**src/rtl/ultrasonic_pkg.sv**
```systemverilog
// Shared types and default timing for the ultrasonic trigger/echo path.
// Distance thresholds are echo widths in clk cycles that bound the LED bands.
package ultrasonic_pkg;

  localparam int unsigned ECHO_W = 20;
  localparam int unsigned CNT_W  = 24;

  localparam int unsigned TRIG_MIN_DEF       = 500;
  localparam int unsigned BURST_DELAY_DEF    = 2000;
  localparam int unsigned HOLDOFF_DEF        = 3000;
  localparam int unsigned NO_ECHO_CYCLES_DEF = 1900000;
  localparam int unsigned SYNC_STAGES_DEF    = 2;

  localparam int unsigned DIST_FAR_CYC  = 70000;
  localparam int unsigned DIST_MID_CYC  = 45000;
  localparam int unsigned DIST_NEAR_CYC = 20000;
  localparam int unsigned DIST_MIN_CYC  = 1000;

  typedef enum logic [2:0] {
    ST_IDLE,
    ST_TRIG_HIGH,
    ST_DELAY,
    ST_ECHO,
    ST_HOLDOFF
  } state_e;

  // Terminal count for a phase lasting n cycles when the counter starts at 0.
  function automatic logic [CNT_W-1:0] last_cnt(input int unsigned n);
    return CNT_W'(n - 32'd1);
  endfunction

endpackage

```
**src/rtl/trig_sync.sv**
```systemverilog
// Multi-flop synchronizer for the asynchronous trig pin, with a registered output.
module trig_sync #(
  parameter int unsigned STAGES = 2
) (
  input  logic clk,
  input  logic rst_n,
  input  logic trig_i,
  output logic trig_s_o
);

  logic [STAGES-1:0] sync_q;
  logic              trig_s_q;

  always_ff @(posedge clk) begin
    if (!rst_n) begin
      sync_q   <= '0;
      trig_s_q <= 1'b0;
    end else begin
      sync_q   <= {sync_q[STAGES-2:0], trig_i};
      trig_s_q <= sync_q[STAGES-1];
    end
  end

  assign trig_s_o = trig_s_q;

endmodule

```
**src/rtl/ultrasonic_echo_responder.sv**
```systemverilog
// HC-SR04-style sensor emulator: qualifies a trigger pulse, waits a burst delay,
// then drives an echo pulse whose width is the programmed distance in cycles.
module ultrasonic_echo_responder
  import ultrasonic_pkg::*;
#(
  parameter int unsigned TRIG_MIN       = TRIG_MIN_DEF,
  parameter int unsigned BURST_DELAY    = BURST_DELAY_DEF,
  parameter int unsigned HOLDOFF        = HOLDOFF_DEF,
  parameter int unsigned NO_ECHO_CYCLES = NO_ECHO_CYCLES_DEF,
  parameter int unsigned SYNC_STAGES    = SYNC_STAGES_DEF
) (
  input  logic              clk,
  input  logic              rst_n,
  input  logic              enable,
  input  logic              trig,
  input  logic [ECHO_W-1:0] echo_cycles,
  output logic              echo,
  output logic              busy,
  output logic              trig_err,
  output logic              done
);

  localparam logic [CNT_W-1:0] TRIG_MIN_C     = CNT_W'(TRIG_MIN);
  localparam logic [CNT_W-1:0] DELAY_LAST     = last_cnt(BURST_DELAY);
  localparam logic [CNT_W-1:0] HOLDOFF_LAST   = last_cnt(HOLDOFF);
  localparam logic [CNT_W-1:0] NO_ECHO_LAST   = last_cnt(NO_ECHO_CYCLES);

  logic              trig_s;
  state_e            state_q, state_d;
  logic [CNT_W-1:0]  cnt_q, cnt_d;
  logic [ECHO_W-1:0] echo_len_q, echo_len_d;
  logic [CNT_W-1:0]  echo_last;
  logic              echo_q, busy_q, trig_err_q, done_q;
  logic              trig_err_d, done_d;

  trig_sync #(
    .STAGES (SYNC_STAGES)
  ) u_trig_sync (
    .clk      (clk),
    .rst_n    (rst_n),
    .trig_i   (trig),
    .trig_s_o (trig_s)
  );

  // A zero programmed width means "no object": fall back to the timeout width.
  assign echo_last = (echo_len_q == '0) ? NO_ECHO_LAST
                                        : CNT_W'(echo_len_q) - CNT_W'(1);

  always_comb begin
    state_d    = state_q;
    cnt_d      = cnt_q;
    echo_len_d = echo_len_q;
    trig_err_d = 1'b0;
    done_d     = 1'b0;
    case (state_q)
      ST_IDLE: begin
        cnt_d = '0;
        if (enable && trig_s) begin
          state_d = ST_TRIG_HIGH;
          cnt_d   = CNT_W'(1);
        end
      end
      ST_TRIG_HIGH: begin
        if (!enable) begin
          state_d = ST_IDLE;
          cnt_d   = '0;
        end else if (trig_s) begin
          cnt_d = (cnt_q >= TRIG_MIN_C) ? TRIG_MIN_C : cnt_q + CNT_W'(1);
        end else if (cnt_q >= TRIG_MIN_C) begin
          state_d    = ST_DELAY;
          cnt_d      = '0;
          echo_len_d = echo_cycles;
        end else begin
          state_d    = ST_IDLE;
          cnt_d      = '0;
          trig_err_d = 1'b1;
        end
      end
      ST_DELAY: begin
        if (cnt_q == DELAY_LAST) begin
          state_d = ST_ECHO;
          cnt_d   = '0;
        end else begin
          cnt_d = cnt_q + CNT_W'(1);
        end
      end
      ST_ECHO: begin
        if (cnt_q == echo_last) begin
          state_d = ST_HOLDOFF;
          cnt_d   = '0;
          done_d  = 1'b1;
        end else begin
          cnt_d = cnt_q + CNT_W'(1);
        end
      end
      ST_HOLDOFF: begin
        if (cnt_q == HOLDOFF_LAST) begin
          state_d = ST_IDLE;
          cnt_d   = '0;
        end else begin
          cnt_d = cnt_q + CNT_W'(1);
        end
      end
      default: begin
        state_d = ST_IDLE;
        cnt_d   = '0;
      end
    endcase
  end

  // Outputs are registered from the next state so echo tracks ECHO exactly.
  always_ff @(posedge clk) begin
    if (!rst_n) begin
      state_q    <= ST_IDLE;
      cnt_q      <= '0;
      echo_len_q <= '0;
      echo_q     <= 1'b0;
      busy_q     <= 1'b0;
      trig_err_q <= 1'b0;
      done_q     <= 1'b0;
    end else begin
      state_q    <= state_d;
      cnt_q      <= cnt_d;
      echo_len_q <= echo_len_d;
      echo_q     <= (state_d == ST_ECHO);
      busy_q     <= (state_d != ST_IDLE);
      trig_err_q <= trig_err_d;
      done_q     <= done_d;
    end
  end

  assign echo     = echo_q;
  assign busy     = busy_q;
  assign trig_err = trig_err_q;
  assign done     = done_q;

endmodule

```
**config.mk**
```make
export PLATFORM = sky130hd
export DESIGN_NAME = ultrasonic_echo_responder
export DESIGN_NICKNAME = d
export VERILOG_FILES = /design/src/rtl/ultrasonic_pkg.sv /design/src/rtl/trig_sync.sv /design/src/rtl/ultrasonic_echo_responder.sv
export SDC_FILE = /design/constraint.sdc
export NUM_CORES = 1
export LEC_CHECK = 0
export ABC_AREA = 1
export BUFFER_PORTS_ARGS = -buffer_cell sky130_fd_sc_hd__buf_2
export CAP_MARGIN = 0
export CORE_UTILIZATION = 35
export DETAILED_ROUTE_END_ITERATION = 8
export SLEW_MARGIN = 20
export SYNTH_ARGS = -nofsm -noshare
export SYNTH_HDL_FRONTEND = slang
export SYNTH_SLANG_ARGS = --single-unit
```
**constraint.sdc**
```tcl
create_clock -name clk -period 2.5 [get_ports clk]
set_clock_uncertainty 0.15 [all_clocks]
set_input_delay 0.5 -clock clk [delete_from_list [all_inputs] [get_ports clk]]
set_output_delay 0.5 -clock clk [all_outputs]
set_load 0.05 [all_outputs]
```
==> metrics.md <==
| Metric | Value |
|---|---|
| Layout area overhead | `28.37%` |
| List of most frequent post-synthesis cells | `156 x nand2_1, 90 x nor2_1, 79 x inv_1` |
| Hold/Removal Path Class | `in -> reg` |
| Number of register bits inferred by synthesis | `54` |
| Routed length per instance | `14.19 µm` |
| Net count, final | `706` |
| Full die area | `about 11000 µm²` |
| Drt first-iter violations | `300` |
| Global-route wire length before repair | `18.29 mm` |
| Share of power burned in registers | `58.6%` |
| Maximum number of pins on one net before global-route repair | `37` |
| Startpoint kind of the worst setup timing path | `flop` |
| Clock latency reported for the late side of the worst-skew pair | `0.32 ns` |
| Worst EP required | `2.56 ns` |
| Die width | `104.6 µm` |
| Tightest slew margin relative to the limit | `about 65%` |
| Final wirelength | `11.56 mm` |
| Cell at the root of the clock tree | `clkbuf_8` |
| Cell type contributing the most total cell area after synthesis | `dfxtp_1` |
| Critical path's slowest cell | `dfxtp_1` |
| P_int | `1.133 mW` |
| Clk network pwr share | `38.3%` |
| Number of clock buffers inserted by TritonCTS | `5` |
| Proportion of register bits with asynchronous set or reset after synthesis | `0%` |
| Maximum frequency from static timing analysis | `395.3 MHz` |
| Average cell area after synthesis | `6.145 µm²` |
| Synthesized netlist net count | `between 600 and 700` |
| Tightest Pin Transition | `0.5192 ns` |
| Antenna-violating nets left | `0` |
| Vias post-DR | `4156` |
| CTS Buffer Depth | `2` |
| Cells taking the most area after synthesis | `dfxtp_1 29%, nand2_1 16%, nor2_1 9.2%` |
| Clock slew seen by the registers of the worst setup and hold paths | `0.10 ns` |
| Share of the synthesized area in the top cell type | `29.32%` |
| Share of total power in combinational logic | `just over 3%` |
| Avg Vias per Cell | `slightly above 5` |
| Final max-slew violation count | `0` |
| RSZ-0062 raised after global routing | `yes` |
| Cells after synthesis | `600` |
| Placer Congestion | `0.9768` |
| Final setup vio count | `8` |
| # clock sinks | `54` |
| Critical Path End Type | `flop` |
| Switching Power | `around 0.33 mW` |
| Number of enable-type register cells in the synthesized netlist | `0` |
| Most frequently used cell type in the post-synthesis netlist | `nand2_1` |
| Via count of the first global-routing pass | `3958` |
| Total Power Consumption | `1.468 mW` |
| Overall die height | `104.6 µm` |
| Site Rows | `37` |
| Core box area | `10280 µm²` |
| Worst VDD drop | `0.0002221 V` |
| Global Route met2 Usage | `34.86%` |
| Final Core Density | `46.06%` |
| Count of yosys warnings during synthesis | `0` |
| Ant. Diodes | `0` |
| CTS H-tree lvls | `2` |
| Power density of the placed cells | `just over 300 nW/µm²` |
| Overall Global Routing Usage | `20.69%` |
| Total global routing overflow | `0` |
| Distinct cell type count after synthesis | `32` |
| GRT busiest layer | `met2` |
| Fill cell count | `between 1000 and 1500` |
| Half-perimeter wire length after detailed placement | `8.391 mm` |
| Arrival time reported for the critical path endpoint | `about 2.6 ns` |
| Share of the cycle needed by the critical path after routing | `101.2%` |
| Critical path class | `reg -> reg` |
| Global routing met3 resource utilization | `roughly 2.8%` |
| DRC violation count after routing | `0` |
| Switching share of power | `22.77%` |
| Lkg Pwr | `between 2 and 2.5 nW` |
| Longest individual stage delay on the worst path | `approximately 0.33 ns` |
| Met1 Usage GRT | `26.72%` |
| Tmin final | `2.530 ns` |
| Run status | `finished with violations` |
| Failing checks | `setup timing` |
| Number of hold buffers added after cts | `0` |
| Maximum fanout encountered on the critical timing path | `7` |
| Max-capacitance violation count | `0` |
| Initial Utilization | `35.88%` |
| Top_reg_cell synth | `dfxtp_1` |
| Port buffer count | `27` |
| Total iterations of the first detailed-routing run | `6` |
| Fraction of layout instances using a drive strength above 1 | `about 24%` |
| Final hold viol count | `0` |
| Clock tree from TritonCTS | `done` |
| Number of placed I/O pins | `28` |
| Worst setup slack after layout | `-0.02974 ns` |
| Antenna violations before repair | `0` |
| Worst path cell trace | `nor2_2 -> nand2_1 -> nor2_4 -> buf_12 -> nand3_4 -> buf_4 -> buf_4 -> nand4_1 -> nand3_1 -> nor2_4 -> nand3_2 -> nand2_4 -> nand3_4 -> nand2_4 -> nor2_1` |
| Sequential element share of the synthesized area | `29.32%` |
| Post-Syn Area | `3687 µm²` |
-- area by class of cell --
cell class / count / area (µm²) / area share (%)
tap: 136 / 170.2 / 3.595
timing repair buffer: 81 / 581.8 / 12.29
inverter: 81 / 311.5 / 6.582
clock inverter: 1 / 8.758 / 0.1850
multi-input combinational: 455 / 2462 / 52.02
sequential: 54 / 1102 / 23.29
clock buffer: 7 / 96.34 / 2.035
-- cells in the final DEF (no fill, tap or decap), drive strengths merged --
cell type / netlist / layout
inv: 80 / 80
a311oi: 1 / 1
nand2: 160 / 160
clkinv: 1 / 2
ha: 4 / 4
buf: 8 / 81
xor2: 23 / 23
xnor2: 2 / 2
a211oi: 1 / 1
o211ai: 1 / 1
dfxtp: 54 / 54
o2111ai: 1 / 1
nor2: 98 / 98
a21oi: 28 / 28
nand4: 22 / 22
or2: 1 / 1
o21ai: 25 / 25
nor4: 10 / 10
clkbuf: 6 / 7
nand3b: 4 / 4
nor3: 7 / 7
nand3: 63 / 67
-- metal layers --
layer | wire length, µm | up-vias
met5 | 0 | -
met1 | 5224 | 1904
met2 | 5438 | 130
li1 | - | 2095
met4 | 322 | 0
met3 | 579 | 27
-- flip-flops by register name, summed over array words and instances, names as in the netlist --
signal	cells
busy	1
cnt_q	24
done	1
echo	1
echo_len_q	20
state_q	3
trig_err	1
u_trig_sync.sync_q	2
u_trig_sync.trig_s_o	1
-- cell families after synthesis --
logic type / synth area share [%]
DFF: 29.32
and+or+nand+nor: 44.62
xor gates and xnor gates: 5.938
AOI/OAI and AO/OA: 8.076
buffers and inverters: 10.69
adders and majority gates: 1.357
-- worst max-delay path: cells and delay by family, from the launching register on --
| kind | cells | cell delay (ns) |
|---|---|---|
| flops | 1 | 0.33 |
| simple gates | 12 | 1.49 |
| buf+inv | 3 | 0.44 |
-- timing repair --
item,CTS,global route
resized for setup,24,55
buffers inserted,5,14
gates cloned,3,3
setup endpoints to repair,25,30
pin swaps,10,22
-- path summary, 6_finish.rpt --
check | start | slack (ns) | end | depth (start not counted)
worst max-delay path | echo_len_q[14]$_SDFFE_PN0P_ | -0.03 | cnt_q[3]$_SDFF_PN0_ | 15
worst min-delay path | trig | 0.22 | u_trig_sync.sync_q[0]$_SDFF_PN0_ | 3
worst max register to register | echo_len_q[14]$_SDFFE_PN0P_ | -0.03 | cnt_q[3]$_SDFF_PN0_ | 15
worst min register to register | u_trig_sync.sync_q[1]$_SDFF_PN0_ | 0.27 | u_trig_sync.trig_s_o$_SDFF_PN0_ | 2
-- power groups by stage --
stage | Combinational (mW) | Sequential (mW) | Clock [mW]
finish | 0.0456 | 0.860 | 0.562
CTS | 0.0456 | 0.863 | 0.578
detailed placement | 0.0446 | 0.883 | 0
global placement | 0.0450 | 0.883 | 0
floorplan | 0.0181 | 0.884 | 0
global route | 0.0526 | 0.861 | 0.615
-- metrics by stage --
| step | cell area, µm² | hold WS (ns) | std cells | setup WS (ns) | setup TNS, ns |
|---|---|---|---|---|---|
| final | 4733 | 0.2152 | 815 | -0.02974 | -0.1258 |
| after global routing | 4733 | 0.2060 | 815 | -0.1806 | -3.756 |
| after CTS | 4404 | 0.2108 | 798 | 0.0004139 | 0 |
| after detailed placement | 4163 | 0.2507 | 782 | -0.1719 | -2.246 |
| after global placement | 4163 | 0.2498 | 782 | -0.08286 | -0.6802 |
| after floorplan | 3687 | 0.2405 | 600 | 0.2477 | 0 |
No activity file was read; power rests on OpenSTA's default activity.
